===== config.mk =====
export PLATFORM = sky130hd
export DESIGN_NAME = mem_data_arbiter
export DESIGN_NICKNAME = d
export VERILOG_FILES = /design/src/rtl/mem_data_arbiter_pkg.sv /design/src/rtl/mem_data_arbiter.sv
export SDC_FILE = /design/constraint.sdc
export NUM_CORES = 1
export LEC_CHECK = 0
export CORE_ASPECT_RATIO = 1.4
export CORE_UTILIZATION = 30
export DETAILED_ROUTE_END_ITERATION = 7
export PLACE_DENSITY = 0.93
export SLEW_MARGIN = 20
export SYNTH_ARGS = -nofsm -noshare
export SYNTH_HDL_FRONTEND = slang
export SYNTH_SLANG_ARGS = --single-unit

===== constraint.sdc =====
create_clock -name i_clk -period 3.3 [get_ports i_clk]
set_input_delay 0.66 -clock i_clk [delete_from_list [all_inputs] [get_ports i_clk]]
set_output_delay 0.66 -clock i_clk [all_outputs]
set_load 0.02 [all_outputs]

===== src/rtl/mem_data_arbiter_pkg.sv =====
// ============================================================================
// Module : mem_data_arbiter_pkg
// Brief  : State encodings, port IDs and winner-select helper for the
//          data-memory arbiter.
// Rev    : 1.0  initial release
// ============================================================================
`default_nettype none

package mem_data_arbiter_pkg;

    typedef enum logic [1:0] {
        S_RR    = 2'd0,
        S_LOCK0 = 2'd1,
        S_LOCK1 = 2'd2
    } arb_state_e;

    localparam logic c_PORT_CPU = 1'b0;
    localparam logic c_PORT_DBG = 1'b1;

    // On a conflict the port that was not served last wins.
    function automatic logic pick_winner(input logic req0, input logic req1,
                                         input logic last);
        if (req0 && req1) begin
            return ~last;
        end
        if (req1) begin
            return c_PORT_DBG;
        end
        return c_PORT_CPU;
    endfunction

endpackage

`default_nettype wire


===== src/rtl/mem_data_arbiter.sv =====
// ============================================================================
// Module : mem_data_arbiter
// Brief  : Round-robin arbiter with timed bus lock sharing a single-port
//          data memory between the pipeline MEM stage and the debug loader.
// Rev    : 1.0  initial release
// ============================================================================
`default_nettype none

module mem_data_arbiter
    import mem_data_arbiter_pkg::*;
#(
    parameter int p_WORD_LEN = 16,
    parameter int p_ADDR_LEN = 10,
    parameter int p_LOCK_MAX = 8
) (
    input  logic                  i_clk,
    input  logic                  i_rst,
    input  logic                  i_req0,
    input  logic                  i_lock0,
    input  logic                  i_we0,
    input  logic [p_ADDR_LEN-1:0] i_addr0,
    input  logic [p_WORD_LEN-1:0] i_wdata0,
    input  logic                  i_req1,
    input  logic                  i_lock1,
    input  logic                  i_we1,
    input  logic [p_ADDR_LEN-1:0] i_addr1,
    input  logic [p_WORD_LEN-1:0] i_wdata1,
    output logic                  o_gnt0,
    output logic                  o_gnt1,
    output logic                  o_rvalid0,
    output logic                  o_rvalid1,
    output logic [p_WORD_LEN-1:0] o_rdata0,
    output logic [p_WORD_LEN-1:0] o_rdata1,
    output logic                  o_mem_wr_en,
    output logic [p_ADDR_LEN-1:0] o_mem_addr,
    output logic [p_WORD_LEN-1:0] o_mem_wr_data,
    input  logic [p_WORD_LEN-1:0] i_mem_rd_data
);

    localparam int                 c_CNT_W   = $clog2(p_LOCK_MAX + 1);
    localparam logic [c_CNT_W-1:0] c_CNT_MAX = c_CNT_W'(p_LOCK_MAX);
    localparam logic [c_CNT_W-1:0] c_CNT_ONE = c_CNT_W'(1);

    arb_state_e         r_state_q, w_state_d;
    logic               r_last_q, w_last_d;
    logic [c_CNT_W-1:0] r_cnt_q, w_cnt_d;
    logic               r_rvalid0_q, r_rvalid1_q;
    logic               w_gnt0, w_gnt1;
    logic               w_win, w_win_lock;
    logic [c_CNT_W-1:0] w_cnt_inc;

    always_comb begin
        w_state_d  = r_state_q;
        w_last_d   = r_last_q;
        w_cnt_d    = r_cnt_q;
        w_gnt0     = 1'b0;
        w_gnt1     = 1'b0;
        w_win      = pick_winner(i_req0, i_req1, r_last_q);
        w_win_lock = w_win ? i_lock1 : i_lock0;
        w_cnt_inc  = (r_cnt_q == c_CNT_MAX) ? r_cnt_q : r_cnt_q + c_CNT_ONE;

        case (r_state_q)
            S_RR: begin
                if (i_req0 || i_req1) begin
                    w_gnt0   = (w_win == c_PORT_CPU);
                    w_gnt1   = (w_win == c_PORT_DBG);
                    w_last_d = w_win;
                    // The locking grant itself is the first counted cycle.
                    if (w_win_lock && (c_CNT_MAX != c_CNT_ONE)) begin
                        w_state_d = w_win ? S_LOCK1 : S_LOCK0;
                        w_cnt_d   = c_CNT_ONE;
                    end
                end
            end
            S_LOCK0: begin
                w_gnt0 = i_req0;
                if (i_req0) begin
                    w_last_d = c_PORT_CPU;
                    w_cnt_d  = w_cnt_inc;
                end
                if (!i_lock0 || (i_req0 && (w_cnt_inc == c_CNT_MAX))) begin
                    w_state_d = S_RR;
                    w_cnt_d   = '0;
                end
            end
            S_LOCK1: begin
                w_gnt1 = i_req1;
                if (i_req1) begin
                    w_last_d = c_PORT_DBG;
                    w_cnt_d  = w_cnt_inc;
                end
                if (!i_lock1 || (i_req1 && (w_cnt_inc == c_CNT_MAX))) begin
                    w_state_d = S_RR;
                    w_cnt_d   = '0;
                end
            end
            default: begin
                w_state_d = S_RR;
                w_cnt_d   = '0;
            end
        endcase

        if (i_rst) begin
            w_gnt0 = 1'b0;
            w_gnt1 = 1'b0;
        end
    end

    always_ff @(posedge i_clk) begin
        if (i_rst) begin
            r_state_q   <= S_RR;
            r_last_q    <= c_PORT_DBG;
            r_cnt_q     <= '0;
            r_rvalid0_q <= 1'b0;
            r_rvalid1_q <= 1'b0;
        end else begin
            r_state_q   <= w_state_d;
            r_last_q    <= w_last_d;
            r_cnt_q     <= w_cnt_d;
            r_rvalid0_q <= w_gnt0 & ~i_we0;
            r_rvalid1_q <= w_gnt1 & ~i_we1;
        end
    end

    assign o_gnt0        = w_gnt0;
    assign o_gnt1        = w_gnt1;
    // A response in flight when reset arrives is suppressed immediately.
    assign o_rvalid0     = r_rvalid0_q & ~i_rst;
    assign o_rvalid1     = r_rvalid1_q & ~i_rst;
    assign o_rdata0      = i_mem_rd_data;
    assign o_rdata1      = i_mem_rd_data;
    assign o_mem_wr_en   = (w_gnt0 & i_we0) | (w_gnt1 & i_we1);
    assign o_mem_addr    = w_gnt1 ? i_addr1  : i_addr0;
    assign o_mem_wr_data = w_gnt1 ? i_wdata1 : i_wdata0;

endmodule

`default_nettype wire

Word level (Yosys, flattened, before mapping)
Cells that the tools add are included.
{"block": "totals", "reg_bits": 9, "in_bits": 76}
{"block": "op_classes", "addsub": 1, "eq_ne": 12, "n_mux": 34, "bitwise_logic": 12, "reduce_logical": 13}
{"operator": "$mux 4", "n": 7}
{"operator": "$mux 16", "n": 1}
{"operator": "$mux 1", "n": 15}
{"operator": "$ne 2x2->1 const B", "n": 6}
{"operator": "$pmux 4 s3", "n": 1}
{"operator": "$reduce_and 4->1", "n": 3}
{"operator": "$mux 10", "n": 1}
{"operator": "$mux 2", "n": 5}
{"operator": "$eq 4x4->1 const B", "n": 2}
{"operator": "$and 1x1->1", "n": 6}
{"operator": "$ne 3x3->1 const B", "n": 2}
{"operator": "$pmux 2 s3", "n": 1}
{"operator": "$not 1->1", "n": 5}
{"operator": "$add 4x1->4 const B", "n": 1}
{"operator": "$pmux 1 s2", "n": 2}
{"operator": "$logic_and 1x1->1", "n": 3}
{"operator": "$logic_or 1x1->1", "n": 3}
{"operator": "$pmux 1 s3", "n": 1}
{"operator": "$reduce_bool 3->1", "n": 1}
{"operator": "$eq 2x1->1 const B", "n": 1}
{"operator": "$eq 2x2->1 const B", "n": 1}
{"operator": "$logic_not 1->1", "n": 2}
{"operator": "$logic_not 2->1", "n": 1}
{"operator": "$or 1x1->1", "n": 1}

Depth between registers and ports, before layout
{"block": "logic_depth", "ltp_word": 11, "depth_mapped": 8}

Worst setup path before layout
OpenSTA, ideal clock, no wires.
{"block": "synth_timing", "path_kind": "input -> output", "startpoint": "in i_req1", "endpoint": "out o_mem_wr_data[10]", "arrival_ps": 1984, "t_required_ps": 2640, "setup_slack_ps": 656, "path_stages": 5, "path_buffers": 1, "path_cell_list": "a21boi_2 a22oi_1 nor2_2 buf_2 mux2_2"}
{"block": "synth_via", "elab_chain_cells": 8, "word_cells_on_any_way": 12, "classes_between": "mux: 10; reduce/logical: 2"}
{"item": "start, declared", "line": "mem_data_arbiter.sv:23", "source": "input logic i_req1,"}
{"item": "$mux 1 (2 in a row)", "line": "mem_data_arbiter_pkg.sv:26", "source": "if (req1) begin"}
{"item": "$mux 1", "line": "mem_data_arbiter_pkg.sv:29", "source": "return c_PORT_CPU;"}
{"item": "$mux 1", "line": "mem_data_arbiter_pkg.sv:26"}
{"item": "$mux 1", "line": "mem_data_arbiter.sv:64", "source": "if (i_req0 || i_req1) begin"}
{"item": "$pmux 1 s2 *", "line": "mem_data_arbiter.sv:62", "source": "case (r_state_q)"}
{"item": "$mux 1 *", "line": "mem_data_arbiter.sv:103", "source": "if (i_rst) begin"}
{"item": "named net o_gnt1", "line": "mem_data_arbiter.sv:29", "source": "output logic o_gnt1,"}
{"item": "$mux 16 *", "line": "mem_data_arbiter.sv:134", "source": "assign o_mem_wr_data = w_gnt1 ? i_wdata1 : i_wdata0;"}
{"item": "end, declared", "line": "mem_data_arbiter.sv:36", "source": "output logic [p_WORD_LEN-1:0] o_mem_wr_data,"}
Mark *: on every way through the listed nets, which the timed path passes. The rest lies on a longest branch. The select of a mux whose other input is x is not followed.

Final worst setup path
{"block": "layout_timing", "startpoint": "in i_req1", "endpoint": "out o_gnt0"}
{"block": "layout_via", "elab_chain_cells": 8, "word_cells_on_any_way": 12, "classes_between": "mux: 9; bitwise: 1; reduce/logical: 2"}
{"item": "$mux 1 (2 in a row)", "line": "mem_data_arbiter_pkg.sv:26"}
{"item": "$mux 1", "line": "mem_data_arbiter_pkg.sv:29"}
{"item": "$mux 1", "line": "mem_data_arbiter_pkg.sv:26"}
{"item": "$not 1->1", "line": "mem_data_arbiter.sv:65", "source": "w_gnt0 = (w_win == c_PORT_CPU);"}
{"item": "$mux 1 *", "line": "mem_data_arbiter.sv:64"}
{"item": "$pmux 1 s2 *", "line": "mem_data_arbiter.sv:62"}
{"item": "$mux 1 *", "line": "mem_data_arbiter.sv:103"}
{"item": "end, declared", "line": "mem_data_arbiter.sv:28", "source": "output logic o_gnt0,"}
Mark *: on every way between the ends. The rest lies on a longest branch, timed or not. The select of a mux whose other input is x is not followed.

==> results.md <==
- Vias: 1244
- Slowest cell on crit path: clkdlybuf4s50_1
- Final nets: 290
- Post-CTS Setup Bufs: 0
- Post-Synthesis Cell Area: 1210 um^2
- DR vias/cell: 4.98
- Layout cell share with drive strength beyond 1: 0.184
- DIE HEIGHT: 77.2 um
- Syn_nets: 224
- I/O Pins: 139
- Largest net degree at the start of global routing: 23
- Clock share of power: 0.162
- Crit-path max FO: 6
- Design area: 1980 um^2
- FF+latch count, synth: 9
- Part of the Yosys area used for sequential elements: 0.149
- Switch Pwr: 339 uW
- Worst-path clk slew: 0.05 ns
- Post-DP Area: 1970 um^2
- Worst setup EP type: output pin
- Slew HR: 0.765
- Buf/Inv on CP: 4
- Sequential Power Share: 0.188
- Yosys warnings: 0
- TNS Setup: 0 ns
- Worst min path class: flip-flop to flip-flop
- Largest buffer count on any clock path: 2
- Switching share of power: 0.408
- Power Density: 419 nW/um^2
- Final Util: 0.510
- Largest delay share family, worst path: buffers and inverters
- Max Cap Viol: 0
- PortBufs: 90
- Syn-to-layout area delta: 63.5%
- Die Wd: 55.7 um
- Fillcell total: 344
- Final Setup Violations: 0
- Pint: 491 uW
- Total wire length: 4.19 mm
- CTS sink cnt: 9
- DRT antenna net count: 0
- First-pass GRT wire length: 6.61 mm
- Antenna violations before repair: 0
- Gate power share: 0.650
- Worst-Margin Slew: 0.353 ns
- Startpoint types: primary input
- GR Util All Layers: 0.205
- Tcrit/Tclk final: 0.956
- Row count: 27
- RePlAce Congestion: 0.907
- HPWL Detailed: 3.74 mm
- Setup CP Type: primary input to output pin
- Avg Inst Size Synth: 8.53 um^2
- CP cell instances: clkdlybuf4s50_1, buf_4, or2b_1, a21oi_1, nor3b_1, buf_4, clkdlybuf4s50_1
- Number of DRC markers in iteration 0: 14
- Min cycle time layout: 3.16 ns
- Outcome: complete, no violations
- Main synth FF type: dfxtp_1
- # diodes: 0
- Full die area: 4300 um^2
- Final hold vios: 0
- Initial Utilization: 0.312
- Vias in the first global route: 1323
- Cell count after synthesis: 142
- Highest clock rate: 317 MHz
- DR pass1 iterations: 4
- Clock Latency Late Sink: 0.24 ns
- WP data required: 2.64 ns
- Unrepaired setup endpoints after global routing: no
- H-Tree Depth: 1
- CTS Buf Count: 3
- Netlist cell types: 38
- Post-synth EDFFs: 0
- Routed len/inst: 16.8 um
- DRC viols: 0
- Clock Skews: 0.00185 ns
- Root buf cell: clkbuf_8
- Core Region: 3880 um^2
- Grt total ovfl: 0
- Worst vdd ir: 0.270 mV
- Worst stage delay on the critical path: 0.60 ns
- Fin. max-slew vios: 0
- Share of synthesized registers carrying an async set or reset: 0
- CP arrival: 2.50 ns
- Hold Buf Count CTS: 0
- CTS tree: yes
- Leakage: 0.000815 uW
==> cell usage after synthesis (3+ instances only) <==
cell type  instances  area [um^2]
buf_4             32          240
mux2_2            26          293
dfxtp_1            9          180
nand2_1            9         33.8
a21oi_1            7         35.0
ha_1               6         75.1
inv_1              5         18.8
nor2b_1            5         31.3
nand3_1            3         15.0
nor2_1             3         11.3
==> final timing paths <==
kind,startpoint,end,slack (ns),cells past startpoint
min reg2reg,r_cnt_q[1],r_cnt_q[1],0.51,2
max reg2reg,r_cnt_q[0],r_state_q[1],1.04,7
min,r_cnt_q[1],r_cnt_q[1],0.51,2
max,i_req1,o_gnt0,0.14,7
==> cells in the final DEF (no fill, tap or decap), types with 2 or more instances in the layout <==
master,count
xnor2_1,2
mux2_2,26
nor2b_1,5
a211o_1,2
nor3b_1,2
nand3b_1,2
buf_4,6
a21oi_1,7
o31ai_1,2
nor2_1,3
inv_1,5
nand2_1,9
nand3_1,3
nor3_1,2
or4_1,2
ha_1,6
clkdlybuf4s50_1,63
dfxtp_1,9
clkbuf_8,3
dlygate4sd2_1,26
o21ai_0,2
==> final cells by class <==
cell class                      instances  area (um^2)  area share
Inverter                                5         18.8     0.00948
Multi-Input combinational cell         92          747       0.377
Tap cell                               43         53.8      0.0272
Timing Repair Buffer                   97          936       0.473
Clock buffer                            4         45.0      0.0227
Sequential cell                         9          180      0.0910
==> kinds of logic (layout without fill, tap and decap cells) <==
group / after synthesis / count (layout) / synth area share
buf+inv: 41 / 106 / 0.235
xor+xnor: 2 / 2 / 0.0145
mux: 27 / 27 / 0.250
simple gates: 33 / 33 / 0.151
compound gates: 24 / 24 / 0.139
flops: 9 / 9 / 0.149
fa+ha+maj: 6 / 6 / 0.0620
==> state kept, by name, summed over array words and instances, names as in the netlist <==
| register | flops |
|---|---|
| r_cnt_q | 4 |
| r_last_q | 1 |
| r_state_q | 2 |
| r_rvalid0_q | 1 |
| r_rvalid1_q | 1 |
==> metal layers <==
layer / up-vias / wire (um) / part of all wire / track usage
li1: 606 / - / - / -
met1: 551 / 1300 / 0.31 / 0.178
met2: 76 / 2090 / 0.50 / 0.364
met3: 11 / 714 / 0.17 / 0.133
met4: 0 / 87 / 0.021 / 0.0850
met5: - / 0 / 0 / 0
==> power by group through the flow <==
stage	logic [uW]	clock network, uW	registers, uW
6_report	539	134	156
4_1_cts	542	134	156
2_1_floorplan	395	0	152
3_3_place_gp	561	0	156
3_5_place_dp	573	0	159
5_1_grt	587	142	159
==> worst register-to-register path, delay by kind of cell, from the launching register on <==
kind | cells | cell delay (ns)
AOI/OAI and AO/OA | 4 | 0.92
adders and majority gates | 1 | 0.24
buffers and inverters | 1 | 0.11
DFF | 1 | 0.40
and+or+nand+nor | 1 | 0.51
==> through the flow <==
step           hold slack, ns  instances  power [uW]  setup slack, ns
2_1_floorplan           0.471        142         547            0.656
3_3_place_gp            0.488        246         717          -0.0473
3_5_place_dp            0.501        246         732          -0.0827
4_1_cts                 0.511        250         832           0.0648
5_1_grt                 0.540        250         888           0.0761
6_report                0.509        250         829            0.145
==> what timing repair did <==
| action | CTS | global route |
|---|---|---|
| cloned | 0 | 0 |
| gates resized for setup | 26 | 1 |
| endpoints found under the setup margin | 26 | 1 |
Power figures use the tool's default switching activity.
